### config.mk
export PLATFORM = sky130hd
export DESIGN_NAME = fft_data_input_pp_flat
export DESIGN_NICKNAME = d
export VERILOG_FILES = /design/src/rtl/fft_data_input_pp_if.sv /design/src/rtl/fft_data_input_pp.sv /design/src/flat_wrapper.sv
export SDC_FILE = /design/constraint.sdc
export NUM_CORES = 1
export LEC_CHECK = 0
export ABC_AREA = 1
export BUFFER_PORTS_ARGS = -buffer_cell sky130_fd_sc_hd__buf_4
export CAP_MARGIN = 25
export CORE_ASPECT_RATIO = 2
export CORE_MARGIN = 2
export CORE_UTILIZATION = 65
export CTS_CLUSTER_DIAMETER = 100
export DETAILED_ROUTE_END_ITERATION = 6
export PLACE_DENSITY = 0.78
export SETUP_SLACK_MARGIN = 0.05
export SYNTH_ARGS = -nofsm -noshare
export SYNTH_HDL_FRONTEND = slang
export SYNTH_SLANG_ARGS = --single-unit
### constraint.sdc
create_clock -name clk -period 16.1 [get_ports clk]
set_clock_uncertainty 0.2 [all_clocks]
set_input_delay 0.805 -clock clk [delete_from_list [all_inputs] [get_ports clk]]
set_output_delay 0.805 -clock clk [all_outputs]
set_load 0.02 [all_outputs]
### src/rtl/fft_data_input_pp_if.sv
// Sample write port, trigger/status and AXI-Stream master signals of the
// ping-pong FFT input buffer, bundled as one interface.
interface fft_data_input_pp_if #(
    parameter int NFFT       = 3,
    parameter int DATA_WIDTH = 32
);
    localparam int ELEMENTS_ADDR_SIZE = $clog2(2 * (2 ** NFFT));

    logic [ELEMENTS_ADDR_SIZE-1:0] wAddr;
    logic [DATA_WIDTH-1:0]         wData;
    logic                          wEn;
    logic                          tready;
    logic                          tvalid;
    logic                          tlast;
    logic [2*DATA_WIDTH-1:0]       tdata;
    logic                          trig;
    logic                          streaming;
    logic                          wBank;
    logic                          trigDropped;

    // Software / FFT-core side: drives writes, trigger and ready.
    modport master (
        output wAddr, wData, wEn, tready, trig,
        input  tvalid, tlast, tdata, streaming, wBank, trigDropped
    );

    // Buffer side.
    modport slave (
        input  wAddr, wData, wEn, tready, trig,
        output tvalid, tlast, tdata, streaming, wBank, trigDropped
    );
endinterface

### src/rtl/fft_data_input_pp.sv
// Ping-pong FFT input frame buffer. Software writes one bank of complex
// samples while the other bank is streamed out as a single AXIS packet.
// Build option: define FFT_DATA_INPUT_BITREV_EN to stream samples in
// bit-reversed index order (timing is identical in both builds).
module fft_data_input_pp #(
    parameter int NFFT       = 3,
    parameter int DATA_WIDTH = 32
) (
    input logic               clk,
    input logic               resetn,
    fft_data_input_pp_if.slave bus
);
    localparam int POINT_SIZE         = 2 ** NFFT;
    localparam int N_ELEMENTS         = 2 * POINT_SIZE;
    localparam int ELEMENTS_ADDR_SIZE = $clog2(N_ELEMENTS);
    localparam logic [NFFT-1:0] LAST_IDX = '1;

    typedef enum logic [1:0] {IDLE, PREFETCH, STREAM} state_t;

    // Two banks, RE and IM kept apart; address is {bank, sample}.
    logic [DATA_WIDTH-1:0] mem_re [0:2*POINT_SIZE-1];
    logic [DATA_WIDTH-1:0] mem_im [0:2*POINT_SIZE-1];

    state_t state_q, state_d;
    logic   wbank_q;
    logic   trig_drop_q;

    // Read-issue stage (p0) and RAM output stage (p1).
    logic [NFFT-1:0]       rd_idx_p0;
    logic                  rd_done_p0;
    logic [NFFT-1:0]       rd_addr_p0;
    logic                  vld_p0;
    logic                  vld_p1;
    logic [DATA_WIDTH-1:0] rd_re_p1;
    logic [DATA_WIDTH-1:0] rd_im_p1;

    // Two-entry output skid so a stall never loses the in-flight read.
    logic [2*DATA_WIDTH-1:0] skid_data_q [0:1];
    logic [1:0]              skid_cnt_q;
    logic                    skid_wr_q;
    logic                    skid_rd_q;
    logic [NFFT-1:0]         out_idx_q;

    logic       accept, drop, hs, last_beat, frame_end, tvalid;
    logic [2:0] occ;
    logic [NFFT:0] wr_sel;

`ifdef FFT_DATA_INPUT_BITREV_EN
    function automatic logic [NFFT-1:0] bitrev(input logic [NFFT-1:0] v);
        logic [NFFT-1:0] r;
        r = '0;
        for (int i = 0; i < NFFT; i++) r[i] = v[NFFT-1-i];
        return r;
    endfunction

    assign rd_addr_p0 = bitrev(rd_idx_p0);
`else
    assign rd_addr_p0 = rd_idx_p0;
`endif

    assign tvalid    = (skid_cnt_q != 2'd0);
    assign hs        = tvalid && bus.tready;
    assign last_beat = (out_idx_q == LAST_IDX);
    assign frame_end = hs && last_beat;
    assign wr_sel    = {wbank_q, bus.wAddr[ELEMENTS_ADDR_SIZE-1:1]};

    // Next state, trigger accept/drop and read-issue decision.
    always_comb begin
        state_d = state_q;
        accept  = 1'b0;
        drop    = 1'b0;
        vld_p0  = 1'b0;
        // Entries held or in flight after this edge's pop.
        occ = 3'(skid_cnt_q) + 3'(vld_p1) - 3'(hs);
        if (bus.trig) begin
            if (state_q == IDLE) accept = 1'b1;
            else                 drop   = 1'b1;
        end
        if (state_q != IDLE && !rd_done_p0 && occ < 3'd2) vld_p0 = 1'b1;
        case (state_q)
            IDLE:     if (accept) state_d = PREFETCH;
            PREFETCH: state_d = STREAM;
            STREAM:   if (frame_end) state_d = IDLE;
            default:  state_d = IDLE;
        endcase
    end

    // Control state: FSM, bank select, read index, skid pointers.
    always_ff @(posedge clk or negedge resetn) begin
        if (!resetn) begin
            state_q     <= IDLE;
            wbank_q     <= 1'b0;
            trig_drop_q <= 1'b0;
            rd_idx_p0   <= '0;
            rd_done_p0  <= 1'b0;
            vld_p1      <= 1'b0;
            skid_cnt_q  <= 2'd0;
            skid_wr_q   <= 1'b0;
            skid_rd_q   <= 1'b0;
            out_idx_q   <= '0;
        end else begin
            state_q     <= state_d;
            trig_drop_q <= drop;
            vld_p1      <= vld_p0;
            if (accept) wbank_q <= ~wbank_q;
            if (frame_end) begin
                rd_idx_p0  <= '0;
                rd_done_p0 <= 1'b0;
            end else if (vld_p0) begin
                if (rd_idx_p0 == LAST_IDX) rd_done_p0 <= 1'b1;
                else                       rd_idx_p0  <= rd_idx_p0 + 1'b1;
            end
            skid_cnt_q <= skid_cnt_q + 2'(vld_p1) - 2'(hs);
            if (vld_p1) skid_wr_q <= ~skid_wr_q;
            if (hs)     skid_rd_q <= ~skid_rd_q;
            if (frame_end)  out_idx_q <= '0;
            else if (hs)    out_idx_q <= out_idx_q + 1'b1;
        end
    end

    // Sample RAMs: writes to the fill bank, registered reads from the other.
    always_ff @(posedge clk) begin
        if (bus.wEn) begin
            if (bus.wAddr[0]) mem_im[wr_sel] <= bus.wData;
            else              mem_re[wr_sel] <= bus.wData;
        end
        // p0 -> p1: registered read of the streaming bank
        if (vld_p0) begin
            rd_re_p1 <= mem_re[{~wbank_q, rd_addr_p0}];
            rd_im_p1 <= mem_im[{~wbank_q, rd_addr_p0}];
        end
    end

    // p1 -> skid: capture each returned sample into the output skid.
    always_ff @(posedge clk) begin
        if (vld_p1) skid_data_q[skid_wr_q] <= {rd_im_p1, rd_re_p1};
    end

    assign bus.tvalid      = tvalid;
    assign bus.tlast       = tvalid && last_beat;
    assign bus.tdata       = tvalid ? skid_data_q[skid_rd_q] : '0;
    assign bus.streaming   = (state_q != IDLE);
    assign bus.wBank       = wbank_q;
    assign bus.trigDropped = trig_drop_q;
endmodule

### src/flat_wrapper.sv
// flat-port wrapper written by rule: the top's interface ports become plain ports
module fft_data_input_pp_flat 
#(
    parameter int NFFT       = 3,
    parameter int DATA_WIDTH = 32
)
  (clk, resetn, bus_wAddr, bus_wData, bus_wEn, bus_tready, bus_trig, bus_tvalid, bus_tlast, bus_tdata, bus_streaming, bus_wBank, bus_trigDropped);
  fft_data_input_pp_if #(.NFFT(NFFT), .DATA_WIDTH(DATA_WIDTH)) bus_i ();
  input logic clk;
  input logic resetn;
  input wire logic [$bits(bus_i.wAddr)-1:0] bus_wAddr;
  input wire logic [$bits(bus_i.wData)-1:0] bus_wData;
  input wire logic [$bits(bus_i.wEn)-1:0] bus_wEn;
  input wire logic [$bits(bus_i.tready)-1:0] bus_tready;
  input wire logic [$bits(bus_i.trig)-1:0] bus_trig;
  output wire logic [$bits(bus_i.tvalid)-1:0] bus_tvalid;
  output wire logic [$bits(bus_i.tlast)-1:0] bus_tlast;
  output wire logic [$bits(bus_i.tdata)-1:0] bus_tdata;
  output wire logic [$bits(bus_i.streaming)-1:0] bus_streaming;
  output wire logic [$bits(bus_i.wBank)-1:0] bus_wBank;
  output wire logic [$bits(bus_i.trigDropped)-1:0] bus_trigDropped;
  assign bus_i.wAddr = bus_wAddr;
  assign bus_i.wData = bus_wData;
  assign bus_i.wEn = bus_wEn;
  assign bus_i.tready = bus_tready;
  assign bus_i.trig = bus_trig;
  assign bus_tvalid = bus_i.tvalid;
  assign bus_tlast = bus_i.tlast;
  assign bus_tdata = bus_i.tdata;
  assign bus_streaming = bus_i.streaming;
  assign bus_wBank = bus_i.wBank;
  assign bus_trigDropped = bus_i.trigDropped;
  fft_data_input_pp #(.NFFT(NFFT), .DATA_WIDTH(DATA_WIDTH)) u_core (.clk(clk), .resetn(resetn), .bus(bus_i));
endmodule
## Word level (Yosys, flattened, before mapping)

Memories as Yosys holds them, arrays and structs flattened. A register that Yosys moved wholly into a read port is not among the register bits.
Index checks and enable logic that the tools add are counted.
Widths: inputs -> output; s select.

| word-level totals | value |
|---|---|
| register bits after elaboration | 16 |
| bits in writable memories | 1,152 |
| bits of input ports | 41 |
| output and inout port bits | 69 |
| word-level logic and storage cells | 70 |
| memories kept | 3 |

| cells by class | value |
|---|---|
| add/sub/neg operators | 6 |
| order comparisons | 1 |
| eq/ne operators | 7 |
| muxes and demuxes | 25 |
| bitwise logic cells | 3 |
| reductions and logical operators | 15 |

Memory list:

| name | words | bits a word | rd ports | clocked after Yosys merged registers in | write ports | line | text |
|---|---|---|---|---|---|---|---|
| u_core.mem_im | 16 | 32 | 1 | 1 | 1 | fft_data_input_pp.sv:22 | `logic [DATA_WIDTH-1:0] mem_im [0:2*POINT_SIZE-1];` |
| u_core.mem_re | 16 | 32 | 1 | 1 | 1 | fft_data_input_pp.sv:21 | `logic [DATA_WIDTH-1:0] mem_re [0:2*POINT_SIZE-1];` |
| u_core.skid_data_q | 2 | 64 | 1 | 0 | 1 | fft_data_input_pp.sv:38 | `logic [2*DATA_WIDTH-1:0] skid_data_q [0:1];` |

Operators by type and width:

| cell | number |
|---|---|
| $mux 64 | 1 |
| $mux 1 | 16 |
| $mux 3 | 5 |
| $reduce_bool 2->1 | 5 |
| $add 3x1->3 const B | 2 |
| $eq 3x3->1 const B | 2 |
| $ne 2x1->1 const B | 3 |
| $pmux 2 s3 | 1 |
| $reduce_and 2->1 | 3 |
| $logic_and 1x1->1 | 5 |
| $mux 2 | 2 |
| $add 2x1->3 | 1 |
| $lt 3x2->1 const B | 1 |
| $not 1->1 | 3 |
| $sub 3x1->3 | 1 |
| $add 2x1->2 | 1 |
| $eq 2x1->1 const B | 1 |
| $eq 2x2->1 const B | 1 |
| $logic_not 2->1 | 1 |
| $sub 2x1->2 | 1 |
| $logic_not 1->1 | 1 |

## Longest topological paths before layout

| depth | value |
|---|---|
| depth in word-level cells | 8 |
| mapped depth | 14 |
| depth with buffers taken out | 14 |

## Least setup slack after synthesis

Ideal clock, no wire load.

| timing | value |
|---|---|
| path kind | input -> register |
| start | input port bus_tready |
| end | register u_core.rd_im_p1[0], read port of u_core.mem_im (enable) |
| setup time | 0.494 ns |
| arrival | 4.986 ns |
| required time | 15.406 ns |
| slack | 10.420 ns |
| stages | 11 |
| path through | inv_1 nor2_4 ha_1 inv_1 ha_1 fa_1 inv_1 nand2_1 nor2_1 inv_1 nor2_1 |

| between the ends | value |
|---|---|
| word-level cells in the longest chain between the ends | 5 |

Ends and longest elaborated chain:

| element | line | text |
|---|---|---|
| from (decl) | flat_wrapper.sv:14 | `input wire logic [$bits(bus_i.tready)-1:0] bus_tready;` |
| $logic_and 1x1->1 | fft_data_input_pp.sv:62 | `assign hs = tvalid && bus.tready;` |
| named net u_core.hs | fft_data_input_pp.sv:44 | `logic accept, drop, hs, last_beat, frame_end, tvalid;` |
| $sub 3x1->3 | fft_data_input_pp.sv:74 | `occ = 3'(skid_cnt_q) + 3'(vld_p1) - 3'(hs);` |
| named net u_core.occ[1] | fft_data_input_pp.sv:45 | `logic [2:0] occ;` |
| $lt 3x2->1 | fft_data_input_pp.sv:79 | `if (state_q != IDLE && !rd_done_p0 && occ < 3'd2) vld_p0 = 1'b1;` |
| $logic_and 1x1->1 | fft_data_input_pp.sv:79 |  |
| $mux 1 | fft_data_input_pp.sv:79 |  |
| named net u_core.vld_p0 | fft_data_input_pp.sv:32 | `logic vld_p0;` |
| to (decl) | fft_data_input_pp.sv:35 | `logic [DATA_WIDTH-1:0] rd_im_p1;` |

The timed path passes the listed nets, and every way through them passes these cells.
A chain may end at the register's enable or synchronous reset.

## Final worst setup path

| timing | value |
|---|---|
| start | register u_core.skid_cnt_q[1] |
| end | register u_core.rd_re_p1[30], read port of u_core.mem_re (enable) |

| between the ends | value |
|---|---|
| word-level cells in the longest chain between the ends | 6 |

Ends and longest elaborated chain:

| element | line | text |
|---|---|---|
| from (decl) | fft_data_input_pp.sv:39 | `logic [1:0] skid_cnt_q;` |
| from (signal assigned) | fft_data_input_pp.sv:113 | `skid_cnt_q <= skid_cnt_q + 2'(vld_p1) - 2'(hs);` |
| $reduce_bool 2->1 | fft_data_input_pp.sv:61 | `assign tvalid = (skid_cnt_q != 2'd0);` |
| $logic_and 1x1->1 | fft_data_input_pp.sv:62 |  |
| named net u_core.hs | fft_data_input_pp.sv:44 |  |
| $sub 3x1->3 | fft_data_input_pp.sv:74 |  |
| named net u_core.occ[1] | fft_data_input_pp.sv:45 |  |
| $lt 3x2->1 | fft_data_input_pp.sv:79 |  |
| $logic_and 1x1->1 | fft_data_input_pp.sv:79 |  |
| $mux 1 | fft_data_input_pp.sv:79 |  |
| named net u_core.vld_p0 | fft_data_input_pp.sv:32 |  |
| to (decl) | fft_data_input_pp.sv:34 | `logic [DATA_WIDTH-1:0] rd_re_p1;` |

The timed path passes the listed nets, and every way through them passes these cells.

==> impl_metrics.yaml <==
run_status:
  outcome: "finished, final reports clean"
synthesis:
  yosys.area.top_type: "edfxtp_1"
  synth_top_family_by_area: "simple AND/OR/NAND/NOR gates"
  synth_nets: 4723
  muxShareOfSynthArea_pct: 0
  synth-compound-area-share_pct: 0.673
  yosys.area_share.adder_pct: 0.185
  synth_edf_count: 1216
  synth-xor-area-share_pct: 0.0853
  yosys.cell_types.count: 24
  syn_area_per_cell_um2: 11.0
  syn_area_um2: 51300
  synth-simple-area-share_pct: 19.0
  yosysSeqAreaShare_pct: 71.9
  yosysTopAreaCellShare_pct: 71.1
  ys.flop_type: "edfxtp_1"
  synthArstFlopShare_pct: 1.30
  synth_seq_cells: 1232
  synthTopCellsByArea: "edfxtp_1 71%, nand2_1 11%, nand3_1 7.5%"
  yosys_warnings: 0
  synth_commonest_cells: "1513 x nand2_1, 1216 x edfxtp_1, 793 x inv_1"
  syn_inst: 4675
  yosysMostFrequentCell: "nand2_1"
clocking:
  cts.htree.levels: 3
  cts_tree: "built"
  clock_sinks: 1232
  clkTransAtPathRegs_ps: 70
  postCtsSetupBuffers: 0
  root_buffer: "clkbuf_16"
  insertion_delay_ps: 680
  cts_buffers: 95
  clockBufferDepth: 3
setup_path:
  end_kind: "flip-flop"
  cp.arrival_ps: 4230
  cp_data_required_time_ps: 16190
  critical_path.max_fanout: 39
  cpMaxStageDelayCell: "nor2_4"
  path_cells: "nor2_4, nor2_4, ha_1, inv_1, ha_1, fa_1, inv_1, nand2_1, nor2_1, inv_1, nor2_4, buf_4"
  max_stage_delay_ps: 750
  cp-start-kind: "flip-flop"
  worstSetupPathType: "flip-flop to flip-flop"
  critPathTopFamily: "simple AND/OR/NAND/NOR gates"
  crit_buf_inv: 4
sta:
  setup_viol: 0
  fin_crit_ps: 4140
  hold_viol: 0
  worstMarginPinSlew_ps: 1070
  setup_tns_ps: 0
  fin_ws_ps: 11960
  maxSlewViolCount: 0
  maxSlewHeadroom_pct: 28.9
  max_freq_mhz: 242
  rsz0062_at_grt: "no"
  finalCritPeriodShare_pct: 25.7
final_layout:
  drive_above_1_share_pct: 7.47
  fillers: 5088
  finalNonFillerCells: 5811
  nets: 4755
  diodes: 0
  syn_to_final_growth_pct: 9.32
die:
  row_count: 145
  start_util_pct: 65.6
  die_x_um: 203
  pin_count: 110
  die_area_um2: 81400
  die_height_um: 401
  fp.coreArea_um2: 78200
global_route:
  grt_first_pass_wirelength_mm: 184
  grt_pass1_vias: 32716
  antenna_found_initial: 10
  grt_overflow: 0
  grt_use_total_pct: 30.4
  grt_max_degree: 218
routing:
  ant_nets: 0
  drt-initial-drc-count: 4238
  wl_per_cell_um: 21.1
  vias_per_cell: 5.75
  vias: 33410
  drt_wl_total_mm: 123
  drt_pass1_iterations: 6
  drc_errors: 0
pwr:
  seqPwrFrac_pct: 45.6
  p_int_uw: 5790
  combPwrFrac_pct: 27.8
  p_sw_uw: 3010
  clkPwrFrac_pct: 26.6
  vdd_ir_drop_max_uv: 144
  sw_frac_of_total_pct: 34.2
  power_per_cell_area_nw_per_um2: 157
  p_leak_uw: 0.0233
placement:
  port_buffers: 109
  routabilityCongestion: 0.778
  dp_slack_ps: 11560
  dp.cells: 5636
  dp_hpwl_mm: 62.4
min_path:
  hold_class: "primary input to flip-flop"
run:
  drv_cap: 0
cells in the final DEF (no fill, tap or decap), types with 2 or more instances in the layout:
master         n
nand2_1     1513
edfxtp_1    1216
inv_1        790
nand3_1      770
buf_4        165
clkbuf_16     97
a21oi_1       65
nor2_4        36
clkinv_2      24
clkinv_1      16
clkbuf_1      15
dfrtp_1       11
nor2_1        10
bufinv_16     10
ha_1           6
clkinvlp_4     5
xor2_1         4
inv_6          4
dfrtp_4        4
nand4_1        3
inv_2          2
buf_16         2
buf_12         2
worst register-to-register path: stages, from the launching register on:
cell and delay, ps:
dfrtp_1 460, nor2_4 170, nor2_4 70, ha_1 270, inv_1 40, ha_1 200, fa_1 490, inv_1 80
nand2_1 50, nor2_1 120, inv_1 80, nor2_4 750, buf_4 740
layer usage:
layer	global-route usage, %	vias to the layer above	part of all wire (%)	wire length (µm)
met2	53.0	1806	51	62600
met3	5.44	298	9.9	12200
met5	0	-	0.10	126
met1	37.3	16051	35	43100
met4	12.6	20	3.8	4670
li1	-	15235	-	-
cell families (layout without fill, tap and decap cells):
kind of cell,after synthesis,count (layout)
buf+inv,1031,1138
fa+ha+maj,7,7
simple gates,2332,2332
xor+xnor,5,5
compound gates,68,68
flops,1232,1232
what timing repair did:
| action | CTS | global route |
|---|---|---|
| gates resized for setup | 0 | 0 |
| hold buffers | 1 | 0 |
| hold endpoints to repair | 16 | 0 |
registers in the layout, indices dropped and copies added, names as in the netlist, 2 cells and up:
signal and count:
u_core.rd_im_p1 32, u_core.skid_data_q 128, u_core.mem_im 512, u_core.rd_re_p1 32
u_core.out_idx_q 3, u_core.skid_cnt_q 2, u_core.rd_addr_p0 3, u_core.mem_re 512
u_core.state_q 2
area by class of cell:
class | instances | area, µm² | share of cell area, %
Clock inverter | 59 | 557 | 0.992
Clock buffer | 113 | 2500 | 4.45
Timing Repair Buffer | 170 | 1340 | 2.39
Multi-Input combinational cell | 2412 | 10500 | 18.7
Sequential cell | 1232 | 36900 | 65.8
Inverter | 796 | 3020 | 5.37
Tap cell | 1029 | 1290 | 2.29
metrics by stage:
step / instance area [µm²] / hold slack [ps] / power [µW] / util [%]
final: 56100 / 195 / 8800 / 71.8
after global routing: 56100 / 181 / 9180 / 71.8
after CTS: 56100 / 167 / 8780 / 71.7
after detailed placement: 53000 / 229 / 6480 / 67.8
after global placement: 53000 / 223 / 6420 / 67.8
after floorplan: 51300 / 221 / 5690 / -
final timing paths:
check	cells after the start	start	slack [ps]	end
setup reg to reg	12	u_core.skid_cnt_q[1]	11960	u_core.rd_re_p1[30]
hold / removal	3	bus_trig	190	u_core.bus.trigDropped
setup / recovery	12	u_core.skid_cnt_q[1]	11960	u_core.rd_re_p1[30]
max in group asynchronous	2	resetn	15150	u_core.rd_addr_p0[2]
hold reg to reg	0	u_core.rd_im_p1[1]	250	u_core.skid_data_q[0][33]
min in group asynchronous	2	resetn	330	u_core.rd_addr_p0[0]
power by group through the flow:
stage	clock [µW]	combinational (µW)	sequential, µW
2_1_floorplan	0	1750	3940
3_3_place_gp	0	2360	4060
3_5_place_dp	0	2410	4070
4_1_cts	2350	2430	4000
5_1_grt	2480	2680	4020
6_report	2340	2450	4010
No activity file was read; power rests on OpenSTA's default activity.
